--- src/rtl/dma_seq_pkg.sv ---
// Shared types for the DMA tile sequencer: FSM states, error codes, descriptor layout.
// Optional watchdog in the sequencer is enabled with DMA_TILE_SEQ_TIMEOUT_EN.
package dma_seq_pkg;

    typedef enum logic [1:0] {
        IDLE  = 2'd0,
        RUN   = 2'd1,
        DRAIN = 2'd2,
        DONE  = 2'd3
    } seq_state_e;

    localparam logic [3:0] ERR_NONE    = 4'h0;
    localparam logic [3:0] ERR_TIMEOUT = 4'hF;

    localparam int DESC_ADDR_W = 32;
    localparam int DESC_LEN_W  = 32;

    // Datamover command word as presented on desc: length in the upper half.
    typedef struct packed {
        logic [DESC_LEN_W-1:0]  len;
        logic [DESC_ADDR_W-1:0] addr;
    } desc_t;

endpackage

--- src/rtl/dma_seq_outstanding_ctr.sv ---
// Up/down counter of descriptors accepted but not yet completed, with full/empty flags.
// Simultaneous inc and dec leave the count unchanged; clr has priority.
module dma_seq_outstanding_ctr
    import dma_seq_pkg::*;
#(
    parameter int MAX_OUTSTANDING = 4
) (
    input  logic clk,
    input  logic rstn,
    input  logic clr,
    input  logic inc,
    input  logic dec,
    output logic full,
    output logic empty
);
    localparam int W = $clog2(MAX_OUTSTANDING + 1);

    logic [W-1:0] cnt_q, cnt_d;

    always_comb begin
        cnt_d = cnt_q;
        if (clr) begin
            cnt_d = '0;
        end else if (inc && !dec) begin
            cnt_d = cnt_q + 1'b1;
        end else if (dec && !inc) begin
            cnt_d = cnt_q - 1'b1;
        end
    end

    always_ff @(posedge clk or negedge rstn) begin
        if (!rstn) begin
            cnt_q <= '0;
        end else begin
            cnt_q <= cnt_d;
        end
    end

    assign full  = (cnt_q == W'(MAX_OUTSTANDING));
    assign empty = (cnt_q == '0);

endmodule

--- src/rtl/dma_tile_sequencer.sv ---
// Issues N equally strided DMA descriptors from one start pulse, bounding outstanding work.
// Define DMA_TILE_SEQ_TIMEOUT_EN to add a completion watchdog that aborts straight to DONE.
module dma_tile_sequencer
    import dma_seq_pkg::*;
#(
    parameter int AXI_ADDR_WIDTH  = 32,
    parameter int AXI_LEN_WIDTH   = 32,
    parameter int AXIS_USER_WIDTH = 65,
    parameter int CNT_WIDTH       = 16,
    parameter int MAX_OUTSTANDING = 4,
    parameter int TIMEOUT_CYCLES  = 65536
) (
    input  logic                                    clk,
    input  logic                                    rstn,
    input  logic                                    start,
    input  logic [AXI_ADDR_WIDTH-1:0]               cfg_base_addr,
    input  logic [AXI_LEN_WIDTH-1:0]                cfg_bytes,
    input  logic [AXI_ADDR_WIDTH-1:0]               cfg_stride,
    input  logic [CNT_WIDTH-1:0]                    cfg_count,
    input  logic [AXIS_USER_WIDTH-1:0]              cfg_user,
    output logic [AXI_ADDR_WIDTH+AXI_LEN_WIDTH-1:0] desc,
    output logic [AXIS_USER_WIDTH-1:0]              desc_user,
    output logic                                    desc_valid,
    input  logic                                    desc_ready,
    input  logic                                    status_valid,
    input  logic [3:0]                              status_error,
    output logic                                    busy,
    output logic                                    done,
    output logic                                    error,
    output logic [3:0]                              err_code,
    output logic [CNT_WIDTH-1:0]                    issued_cnt,
    output logic [CNT_WIDTH-1:0]                    completed_cnt
);
    // Handshake: a descriptor transfers on desc_valid && desc_ready; once raised,
    // desc_valid holds with desc/desc_user frozen until that handshake, except on abort.

    seq_state_e                 state_q, state_d;
    logic [AXI_ADDR_WIDTH-1:0]  addr_q, addr_d;
    logic [AXI_ADDR_WIDTH-1:0]  stride_q, stride_d;
    logic [AXI_LEN_WIDTH-1:0]   bytes_q, bytes_d;
    logic [CNT_WIDTH-1:0]       count_q, count_d;
    logic [CNT_WIDTH-1:0]       issued_q, issued_d;
    logic [CNT_WIDTH-1:0]       completed_q, completed_d;
    logic [AXIS_USER_WIDTH-1:0] user_q, user_d;
    logic                       error_q, error_d;
    logic [3:0]                 err_code_q, err_code_d;

    logic out_full, out_empty, ctr_clr;
    logic desc_hs, status_ok, status_bad;

`ifdef DMA_TILE_SEQ_TIMEOUT_EN
    localparam int WDOG_W = $clog2(TIMEOUT_CYCLES + 1);
    logic [WDOG_W-1:0] wdog_q, wdog_d;
    logic              wdog_fire;
`else
    localparam int unused_timeout_cycles = TIMEOUT_CYCLES;
`endif

    assign desc_valid = (state_q == RUN) && (issued_q < count_q) && !out_full;
    assign desc_hs    = desc_valid && desc_ready;
    // A status with nothing outstanding is stray and must not move any counter.
    assign status_ok  = status_valid && !out_empty;
    assign status_bad = status_ok && (status_error != ERR_NONE);

    dma_seq_outstanding_ctr #(
        .MAX_OUTSTANDING(MAX_OUTSTANDING)
    ) u_outstanding (
        .clk  (clk),
        .rstn (rstn),
        .clr  (ctr_clr),
        .inc  (desc_hs),
        .dec  (status_ok),
        .full (out_full),
        .empty(out_empty)
    );

    always_comb begin
        state_d     = state_q;
        addr_d      = addr_q;
        stride_d    = stride_q;
        bytes_d     = bytes_q;
        count_d     = count_q;
        user_d      = user_q;
        issued_d    = issued_q;
        completed_d = completed_q;
        error_d     = error_q;
        err_code_d  = err_code_q;
        ctr_clr     = 1'b0;

        if (status_ok) begin
            completed_d = completed_q + 1'b1;
        end
        if (status_bad && !error_q) begin
            error_d    = 1'b1;
            err_code_d = status_error;
        end

        unique case (state_q)
            IDLE: begin
                if (start) begin
                    addr_d      = cfg_base_addr;
                    stride_d    = cfg_stride;
                    bytes_d     = cfg_bytes;
                    count_d     = cfg_count;
                    user_d      = cfg_user;
                    issued_d    = '0;
                    completed_d = '0;
                    error_d     = 1'b0;
                    err_code_d  = ERR_NONE;
                    ctr_clr     = 1'b1;
                    // A zero-tile run still passes through DRAIN, which finds nothing outstanding.
                    state_d     = (cfg_count == '0) ? DRAIN : RUN;
                end
            end
            RUN: begin
                if (desc_hs) begin
                    issued_d = issued_q + 1'b1;
                    addr_d   = addr_q + stride_q;
                end
                if (status_bad || (issued_d == count_q)) begin
                    state_d = DRAIN;
                end
            end
            DRAIN: begin
                if (out_empty) begin
                    state_d = DONE;
                end
            end
            DONE: begin
                state_d = IDLE;
            end
            default: begin
                state_d = IDLE;
            end
        endcase

`ifdef DMA_TILE_SEQ_TIMEOUT_EN
        wdog_d    = '0;
        wdog_fire = 1'b0;
        if (((state_q == RUN) || (state_q == DRAIN)) && !out_empty && !status_valid) begin
            if (wdog_q == WDOG_W'(TIMEOUT_CYCLES - 1)) begin
                wdog_fire = 1'b1;
            end else begin
                wdog_d = wdog_q + 1'b1;
            end
        end
        if (wdog_fire) begin
            error_d    = 1'b1;
            err_code_d = ERR_TIMEOUT;
            state_d    = DONE;
        end
`endif
    end

    always_ff @(posedge clk or negedge rstn) begin
        if (!rstn) begin
            state_q     <= IDLE;
            addr_q      <= '0;
            stride_q    <= '0;
            bytes_q     <= '0;
            count_q     <= '0;
            user_q      <= '0;
            issued_q    <= '0;
            completed_q <= '0;
            error_q     <= 1'b0;
            err_code_q  <= ERR_NONE;
        end else begin
            state_q     <= state_d;
            addr_q      <= addr_d;
            stride_q    <= stride_d;
            bytes_q     <= bytes_d;
            count_q     <= count_d;
            user_q      <= user_d;
            issued_q    <= issued_d;
            completed_q <= completed_d;
            error_q     <= error_d;
            err_code_q  <= err_code_d;
        end
    end

`ifdef DMA_TILE_SEQ_TIMEOUT_EN
    always_ff @(posedge clk or negedge rstn) begin
        if (!rstn) begin
            wdog_q <= '0;
        end else begin
            wdog_q <= wdog_d;
        end
    end
`endif

    assign desc          = {bytes_q, addr_q};
    assign desc_user     = user_q;
    assign busy          = (state_q == RUN) || (state_q == DRAIN);
    assign done          = (state_q == DONE);
    assign error         = error_q;
    assign err_code      = err_code_q;
    assign issued_cnt    = issued_q;
    assign completed_cnt = completed_q;

endmodule
--- config.mk ---
export PLATFORM = sky130hd
export DESIGN_NAME = dma_tile_sequencer
export DESIGN_NICKNAME = d
export VERILOG_FILES = /design/src/rtl/dma_seq_pkg.sv /design/src/rtl/dma_seq_outstanding_ctr.sv /design/src/rtl/dma_tile_sequencer.sv
export SDC_FILE = /design/constraint.sdc
export NUM_CORES = 1
export LEC_CHECK = 0
export ABC_AREA = 0
export ABC_CLOCK_PERIOD_IN_PS = 3400
export CAP_MARGIN = 10
export CORE_MARGIN = 2
export CORE_UTILIZATION = 25
export CTS_CLUSTER_DIAMETER = 120
export DETAILED_ROUTE_END_ITERATION = 16
export DONT_BUFFER_PORTS = 1
export GPL_TIMING_DRIVEN = 0
export SYNTH_ARGS = -nofsm -noshare
export SYNTH_HDL_FRONTEND = slang
export SYNTH_SLANG_ARGS = --single-unit
--- constraint.sdc ---
create_clock -name clk -period 3.4 [get_ports clk]
set_clock_uncertainty 0.1 [all_clocks]
set_input_delay 0.17 -clock clk [delete_from_list [all_inputs] [get_ports clk]]
set_output_delay 0.17 -clock clk [all_outputs]
set_load 0.1 [all_outputs]
# After elaboration in Yosys (flattened, before gate mapping)
# Index checks and enable logic that the tools add are counted.
word_totals:
  reg_bits: 219
op_classes:
  addsub: 5
  order_cmp: 1
  n_eq_ne: 9
  n_mux: 26
  n_reduce_logical: 25
op_table:
  columns: ["cell", "count"]
  rows:
  - ["$mux W16", 6]
  - ["$mux W32", 2]
  - ["$pmux W32 S2", 1]
  - ["$add A16 B1 Y16 const B", 2]
  - ["$add A32 B32 Y32", 1]
  - ["$pmux W16 S2", 1]
  - ["$eq A16 B16 Y1", 1]
  - ["$logic_not A16 Y1", 1]
  - ["$lt A16 B16 Y1", 1]
  - ["$mux W4", 3]
  - ["$mux W3", 3]
  - ["$logic_and A1 B1 Y1", 8]
  - ["$mux W2", 4]
  - ["$pmux W2 S4", 1]
  - ["$reduce_and A3 Y1", 2]
  - ["$logic_not A1 Y1", 5]
  - ["$mux W1", 5]
  - ["$eq A2 B2 Y1 const B", 2]
  - ["$ne A2 B1 Y1 const B", 2]
  - ["$ne A2 B2 Y1 const B", 2]
  - ["$reduce_and A2 Y1", 2]
  - ["$reduce_bool A4 Y1", 1]
  - ["$add A3 B1 Y3 const B", 1]
  - ["$eq A3 B3 Y1 const B", 1]
  - ["other kinds (7)", 8]

# Depth between registers and ports, before layout
# Gate-level depths: netlist of the first run.
logic_depth:
  ltp_word: 10
  ltp_mapped: 16
  mapped_depth_nobuf: 14

# Hierarchy
# Synthesis of the first run repeated with hierarchy kept, for this count alone.
unflattened:
  cells_unflattened: 1328
  area_unflattened_um2: 11498.5
by_module_without_submodules:
  columns: ["mod", "n_inst", "cells_each", "area_per_inst_um2"]
  rows:
  - ["dma_tile_sequencer", 1, 1309, 11295.8]
  - ["dma_seq_outstanding_ctr", 1, 19, 202.7]

# Worst setup path after synthesis of the first run
# Ideal clock, no wire load.
synth_timing:
  path_type: "reg2reg"
  from: "register issued_q[13], in the netlist issued_cnt[13]"
  to: "register state_q[1]"
  setup_ns: 0.079
  arrival_time_ns: 4.116
  required_ns: 3.221
  setup_slack_ns: -0.896
  stages_incl_launch_ff: 14
  n_path_buf: 0
  period_less_slack_ns: 4.296
  path_cell_list: "dfrtp_1 -> ha_1 -> a21o_1 -> a21o_1 -> a221oi_2 -> o21ai_2 -> inv_2 -> nand2_1 -> or3_1 -> a221o_1 -> nor4_1 -> o2111ai_1 -> nand2_2 -> mux2i_1"
synth_between:
  elab_chain_len: 10
synth_lines:
  columns: ["element", "line_no", "text"]
  rows:
  - ["from (decl)", "dma_tile_sequencer.sv:42", "logic [CNT_WIDTH-1:0] issued_q, issued_d;"]
  - ["from (signal assigned)", "dma_tile_sequencer.sv:174", "issued_q <= issued_d;"]
  - ["$lt A16 B16 Y1", "dma_tile_sequencer.sv:59", "assign desc_valid = (state_q == RUN) && (issued_q < count_q) && !out_full;"]
  - ["$logic_and A1 B1 Y1 (2 in a row)", "dma_tile_sequencer.sv:59", null]
  - ["named net desc_valid", "dma_tile_sequencer.sv:23", "output logic desc_valid,"]
  - ["$logic_and A1 B1 Y1", "dma_tile_sequencer.sv:60", "assign desc_hs = desc_valid && desc_ready;"]
  - ["$mux W16", "dma_tile_sequencer.sv:116", "if (desc_hs) begin"]
  - ["$mux W16", "dma_tile_sequencer.sv:98", "unique case (state_q)"]
  - ["$eq A16 B16 Y1", "dma_tile_sequencer.sv:120", "if (status_bad || (issued_d == count_q)) begin"]
  - ["$logic_or A1 B1 Y1", "dma_tile_sequencer.sv:120", null]
  - ["$ne A2 B1 Y1 (no source line)", null, null]
  - ["$reduce_and A3 Y1 (no source line)", null, null]
  - ["to (signal assigned)", "dma_tile_sequencer.sv:168", "state_q <= state_d;"]
  - ["to (decl)", "dma_tile_sequencer.sv:37", "seq_state_e state_q, state_d;"]
# The timed path passes the listed nets, and every way through them passes these cells. The select of a mux whose other input is x is not followed.
# A chain may end at the register's enable or synchronous reset.

# Final worst setup path of the first run
layout_timing:
  from: "register issued_q[13], in the netlist issued_cnt[13]"
  to: "register state_q[0]"
# Same word-level chain as after synthesis.

==> results of run 1 <==
[cells in the mapped netlist (all sizes together) (8+ instances only)]
cell / n
and3: 10
nand2b: 8
a21o: 19
nand3: 17
or3: 13
xnor2: 37
ha: 52
buf: 9
dfrtp: 219
nand2: 480
xor2: 25
o21ai: 88
mux2i: 22
nor2: 72
inv: 39
a21oi: 61
nor3: 11
clkbuf: 51
[how the worst max path moves through the flow]
stage	from	end	slack, ps	depth (start not counted)
2_1_floorplan	issued_cnt[6]$_DFFE_PN0P_	state_q[1]$_DFFE_PN0P_	-5	13
3_3_place_gp	issued_cnt[8]$_DFFE_PN0P_	state_q[0]$_DFFE_PN0P_	-580	14
3_5_place_dp	issued_cnt[11]$_DFFE_PN0P_	state_q[0]$_DFFE_PN0P_	-680	14
4_1_cts	issued_cnt[7]$_DFFE_PN0P_	state_q[0]$_DFFE_PN0P_	-280	13
5_1_grt	issued_cnt[13]$_DFFE_PN0P_	state_q[0]$_DFFE_PN0P_	-440	13
6_report	issued_cnt[13]$_DFFE_PN0P_	state_q[0]$_DFFE_PN0P_	-320	13
[cell type report]
type                            count  share of cell area [%]
Sequential cell                   219                    35.9
Clock inverter                     14                    1.26
Tap cell                          600                    4.82
Inverter                           39                    1.11
Buffer                             57                    1.60
Multi-Input combinational cell   1008                    37.8
Clock buffer                       33                    4.74
Timing Repair Buffer              202                    12.7
Antenna cell                        3                  0.0482
[routing by layer]
metal,global-route usage (%),wire length [um]
met5,0,21
met1,21.0,17100
met2,28.4,19300
met3,3.94,2860
met4,6.85,1590
[critical path, stage by stage, from the launching register on]
cell	delay [ps]
dfrtp_4	640
ha_4	310
a21o_1	150
a21o_1	160
a221oi_2	320
o21ai_2	130
bufinv_16	300
nand2_8	60
or3_1	340
a221o_1	390
nor4_4	240
o2111ai_2	180
nand2_2	140
mux2i_1	200
[through the flow]
step / setup slack [ps] / cells / TNS [ps] / utilization [%]
2_1_floorplan: -5.24 / 1326 / -10.3 / -
3_3_place_gp: -578 / 1926 / -12880 / 27.3
3_5_place_dp: -679 / 1926 / -14210 / 27.3
4_1_cts: -279 / 2166 / -546 / 34.2
5_1_grt: -444 / 2173 / -1170 / 34.5
6_report: -323 / 2175 / -683 / 34.5
[cell families (layout without fill, tap and decap cells)]
group                      Yosys count  count (layout)  share of synthesized area [%]
buffers and inverters               99             345                           3.38
muxes                               23              23                           2.04
AOI/OAI and AO/OA                  225             225                           11.9
xor gates and xnor gates            62              62                           4.79
and+or+nand+nor                    644             644                           23.4
DFF                                219             219                           48.4
adders and majority gates           54              54                           6.10
other                                0               3                              0
[registers in the layout, summed over array words and instances, names as in the netlist]
name / cells
err_code: 4
state_q: 2
u_outstanding.cnt_q: 3
count_q: 16
addr_q: 32
desc_user: 65
issued_cnt: 16
stride_q: 32
error: 1
bytes_q: 32
completed_cnt: 16
[repair_timing]
action                                 in CTS  in global routing
hold buffers                              186                  1
setup buffers                               9                  7
setup endpoints to repair                  45                 35
endpoints found under the hold margin     412                221
pin swaps                                  14                 29
resized for setup                          66                 39
==> impl_metrics.toml, run 1 <==
[setup_path]
worst-endpoint-required_ps = 3770
arrival_ps = 4090
endpoint_kind = "flip-flop"
r2r_setup_slack_ps = -320
path_max_fanout = 7
ff2ff_path_depth = 13
r2r_start = "issued_cnt[13]$_DFFE_PN0P_"
worstSetupPathType = "reg2reg"
r2r_end = "state_q[0]$_DFFE_PN0P_"
crit_path_start_kind = "flip-flop"

[timing]
maxSlewViolCount = 0
relSlewSlack_pct = 30.1
worst_pin_slew_ps = 1040
period_needed_ps = 3720
fin_ws_ps = -323
whs_ps = -784
rsz0062_at_grt = "yes"
hold_viol_final = 220
finalSetupViolCount = 3
fin_crit_sh_pct = 110
fmax_ghz = 0.269

[yosys]
postSynth.asyncResetShare_pct = 100
synth_area_leaders = "dfrtp_1 (48%), nand2_1 (16%), ha_1 (5.7%)"
yosysTopAreaCell = "dfrtp_1"
synth_seq_cells = 219
syn_area_per_cell_um2 = 8.54
syn-cell-area_mm2 = 0.0113
synth_cells = 1326
synth_top_area_share_pct = 48.4
synth.net_count = 1566
synth_ff_type = "dfrtp_1"
ys_warn_count = 0
synth_edf_count = 0
yosysUniqueCellTypes = 64
yosysSeqAreaShare_pct = 48.4

[grt]
grt_antenna_before_repair = 3
grt_pass1_vias = 10641
grt_overflow = 0
grt_pass1_wl_um = 61900
grt.total_usage_pct = 16.9
grt_max_degree = 220

[layout]
layout_common_cells = "nand2_1 (478), dlygate4sd3_1 (185), dfrtp_1 (181)"
multi_input_area_mm2 = 0.00588
fillers = 4527
seqCellArea_mm2 = 0.00559
final_area_mm2 = 0.0156
final_nets = 1794
layout-drive-gt1-share_pct = 11.2
synthToLayoutAreaGrowth_pct = 37.4
layout_commonest_cell = "nand2_1"

[cts]
clock_latency_ps = 550
cts-buffers-inserted = 27
cts_sinks = 219
cts.path.max_buffers = 3
root_buffer = "clkbuf_16"
h-tree-depth = 1
path_clk_slew_ps = 60
tritoncts = "yes"

[detailed_routing]
dr.pass1.iters = 5
routedWlPerCell_um = 18.8
viasPerCell = 4.76
drc_errors = 0
vias = 10353
first_iter_violations = 603
postRouteWirelength_um = 40800
detail-route-antenna-nets = 0

[floorplanning]
dieHeight_um = 217
io-pin-count = 355
initial_utilization_pct = 25.1
core_area_mm2 = 0.0451
placementRows = 78
die_w_um = 217
dieArea_mm2 = 0.0470

[placed_design]
port_buffers = 0
dp_hpwl_um = 27700
gp_congestion = 0.879
place_area_mm2 = 0.0123

[min_path]
hold_class = "in2async"

[flow_run]
cap_viol_max_count = 0

[outcome]
outcome = "finished, violations left"
violations = "negative hold slack, negative setup slack"
Power of run 1 is not shown: default switching activity piles up to over one toggle a cycle in this logic, so the estimate is an artifact.
==> run 2, diff against run 1 <==
Settings changed: ABC_AREA 0 to 1, CELL_PAD_IN_SITES_DETAIL_PLACEMENT from default to 1, CELL_PAD_IN_SITES_GLOBAL_PLACEMENT from default to 2, PLACE_DENSITY_LB_ADDON from default to 0.1, SKIP_CTS_REPAIR_TIMING from default to 1.
==> run 2 against run 1 <==
Effect of this change: utilization fell by 0.37 points; register-to-register slack improved by 470 ps; hold slack got worse by 29 ps; maximum frequency rose by 14%; global-route usage rose by 1.8 points; the flow finishes with violations (negative hold slack); highest routed layer is now met4.
==> impl_metrics.toml, run 2 <==
[floorplanning]
die_w_um = 220
core_area_mm2 = 0.0464
placementRows = 79
initial_utilization_pct = 25.3
dieHeight_um = 220
dieArea_mm2 = 0.0486
io-pin-count = 355

[yosys]
synth_top_area_share_pct = 46.8
yosysUniqueCellTypes = 43
syn-cell-area_mm2 = 0.0117
yosysTopAreaCell = "dfrtp_1"
synth_seq_cells = 219
synthTopCellsByCount = "nand2_1 (626), dfrtp_1 (219), inv_1 (105)"
synth_area_leaders = "dfrtp_1 (47%), nand2_1 (20%), ha_1 (5.6%)"
syn_area_per_cell_um2 = 7.67
synth_edf_count = 0
yosysSeqAreaShare_pct = 46.8
synth_ff_type = "dfrtp_1"
ys_warn_count = 0
synth.net_count = 1767
postSynth.asyncResetShare_pct = 100
yosysMostFrequentCell = "nand2_1"
synth_cells = 1527

[timing]
fmax_ghz = 0.307
period_needed_ps = 3260
maxSlewViolCount = 0
relSlewSlack_pct = 16.4
whs_ps = -813
finalSetupViolCount = 0
rsz0062_at_grt = "yes"
worst_pin_slew_ps = 1250
fin_setup_tns_ps = 0
fin_crit_sh_pct = 95.8
fin_ws_ps = 143
hold_viol_final = 219

[grt]
grt_antenna_before_repair = 3
grt_pass1_vias = 10930
grt_max_degree = 220
grt_pass1_wl_um = 68800
grt_overflow = 0
grt.total_usage_pct = 18.7

[layout]
final_nets = 1998
largest_register_ffs = 65
layout_common_cells = "nand2_1 (615), dlygate4sd3_1 (183), dfrtp_1 (181)"
layout-drive-gt1-share_pct = 9.94
final_core_util_pct = 34.1
synthToLayoutAreaGrowth_pct = 35.1
layout_commonest_cell = "nand2_1"

[detailed_routing]
first_iter_violations = 376
postRouteWirelength_um = 47900
drc_errors = 0
dr.pass1.iters = 4
routedWlPerCell_um = 20.0
viasPerCell = 4.63
detail-route-antenna-nets = 0
vias = 11074

[placed_design]
dp_hpwl_um = 35000
port_buffers = 0
place_ws_ps = -832
gp_congestion = 0.780

[setup_path]
worstSetupPathType = "reg2reg"
arrival_ps = 3670
path_max_fanout = 5
crit_path_start_kind = "flip-flop"
worst-endpoint-required_ps = 3810
endpoint_kind = "flip-flop"

[outcome]
outcome = "finished, violations left"
violations = "negative hold slack"

[cts]
cts_sinks = 219
path_clk_slew_ps = 60
root_buffer = "clkbuf_16"
h-tree-depth = 1
tritoncts = "yes"
cts.path.max_buffers = 3
cts-buffers-inserted = 29
clock_latency_ps = 590

[flow_run]
cap_viol_max_count = 0

[min_path]
hold_class = "in2async"
==> run 2: cell types whose count changed in the layout (fill, tap and decap cells not counted), moves of 15 or more <==
cell,change
nand2_1,+137
xnor2_1,-26
nor2_1,+24
mux2i_1,-22
a21oi_1,+17
nand3_1,+40
inv_1,+66
nand4_1,+22
a21o_1,-15
o22ai_1,+16
==> run 2: critical path, stage by stage (launching register included) <==
cell	delay, ps
dfrtp_1	990
ha_1	410
inv_1	90
o21bai_1	90
o21bai_2	260
a21oi_1	400
o21ai_1	220
a21oi_1	250
xnor2_1	150
nand2_1	80
a21oi_1	150
==> run 2: layout make-up <==
cell class | instances | area (um2)
clock inverters | 7 | 75.1
diodes | 3 | 7.51
well taps | 607 | 759
fillers | 5565 | 30500
flip-flops and latches | 219 | 5570
clock buffers | 47 | 873
plain buffers | 57 | 295
inverters | 109 | 415
repair buffers | 199 | 1990
multi-input cells | 1143 | 5850
==> run 2: worst paths after layout <==
kind	slack, ps	cells after the start	startpoint	end
max in group asynchronous	3470	0	rstn	issued_cnt[10]$_DFFE_PN0P_
worst min-delay path	-810	0	rstn	desc_user[13]$_DFFE_PN0P_
worst max register to register	140	10	addr_q[6]$_DFFE_PN0P_	addr_q[17]$_DFFE_PN0P_
worst min register to register	380	2	stride_q[18]$_DFFE_PN0P_	stride_q[18]$_DFFE_PN0P_
worst max-delay path	140	10	addr_q[6]$_DFFE_PN0P_	addr_q[17]$_DFFE_PN0P_
min in group clk	80	4	desc_ready	issued_cnt[4]$_DFFE_PN0P_
==> run 2: cell families (layout without fill, tap and decap cells) <==
group	Yosys count	after routing	synth area share, %
flops	219	219	46.8
other cells	0	3	0
fa+ha+maj	54	54	5.90
compound gates	207	207	10.0
simple gates	848	849	29.2
buf+inv	166	419	5.67
xor+xnor	33	33	2.47
==> run 2: through the flow <==
| stage | cells | hold slack [ps] | area (um2) |
|---|---|---|---|
| finish | 2391 | -813 | 15800 |
| global route | 2390 | -857 | 15800 |
| CTS | 2188 | -865 | 13400 |
| detailed placement | 2134 | -221 | 12500 |
| global placement | 2134 | -221 | 12500 |
| floorplan | 1527 | -226 | 11700 |
==> run 2: layer usage <==
layer  part of all wire (%)  vias up  GRT usage (%)  wire [um]
li1                       -     5413              -          -
met1                     44     5347           23.5      21000
met2                     47      260           30.5      22300
met3                    7.2       54           6.74       3450
met4                    2.3        0           4.81       1120
met5                      0        -              0          0
Power of run 2 is left out for the same reason.
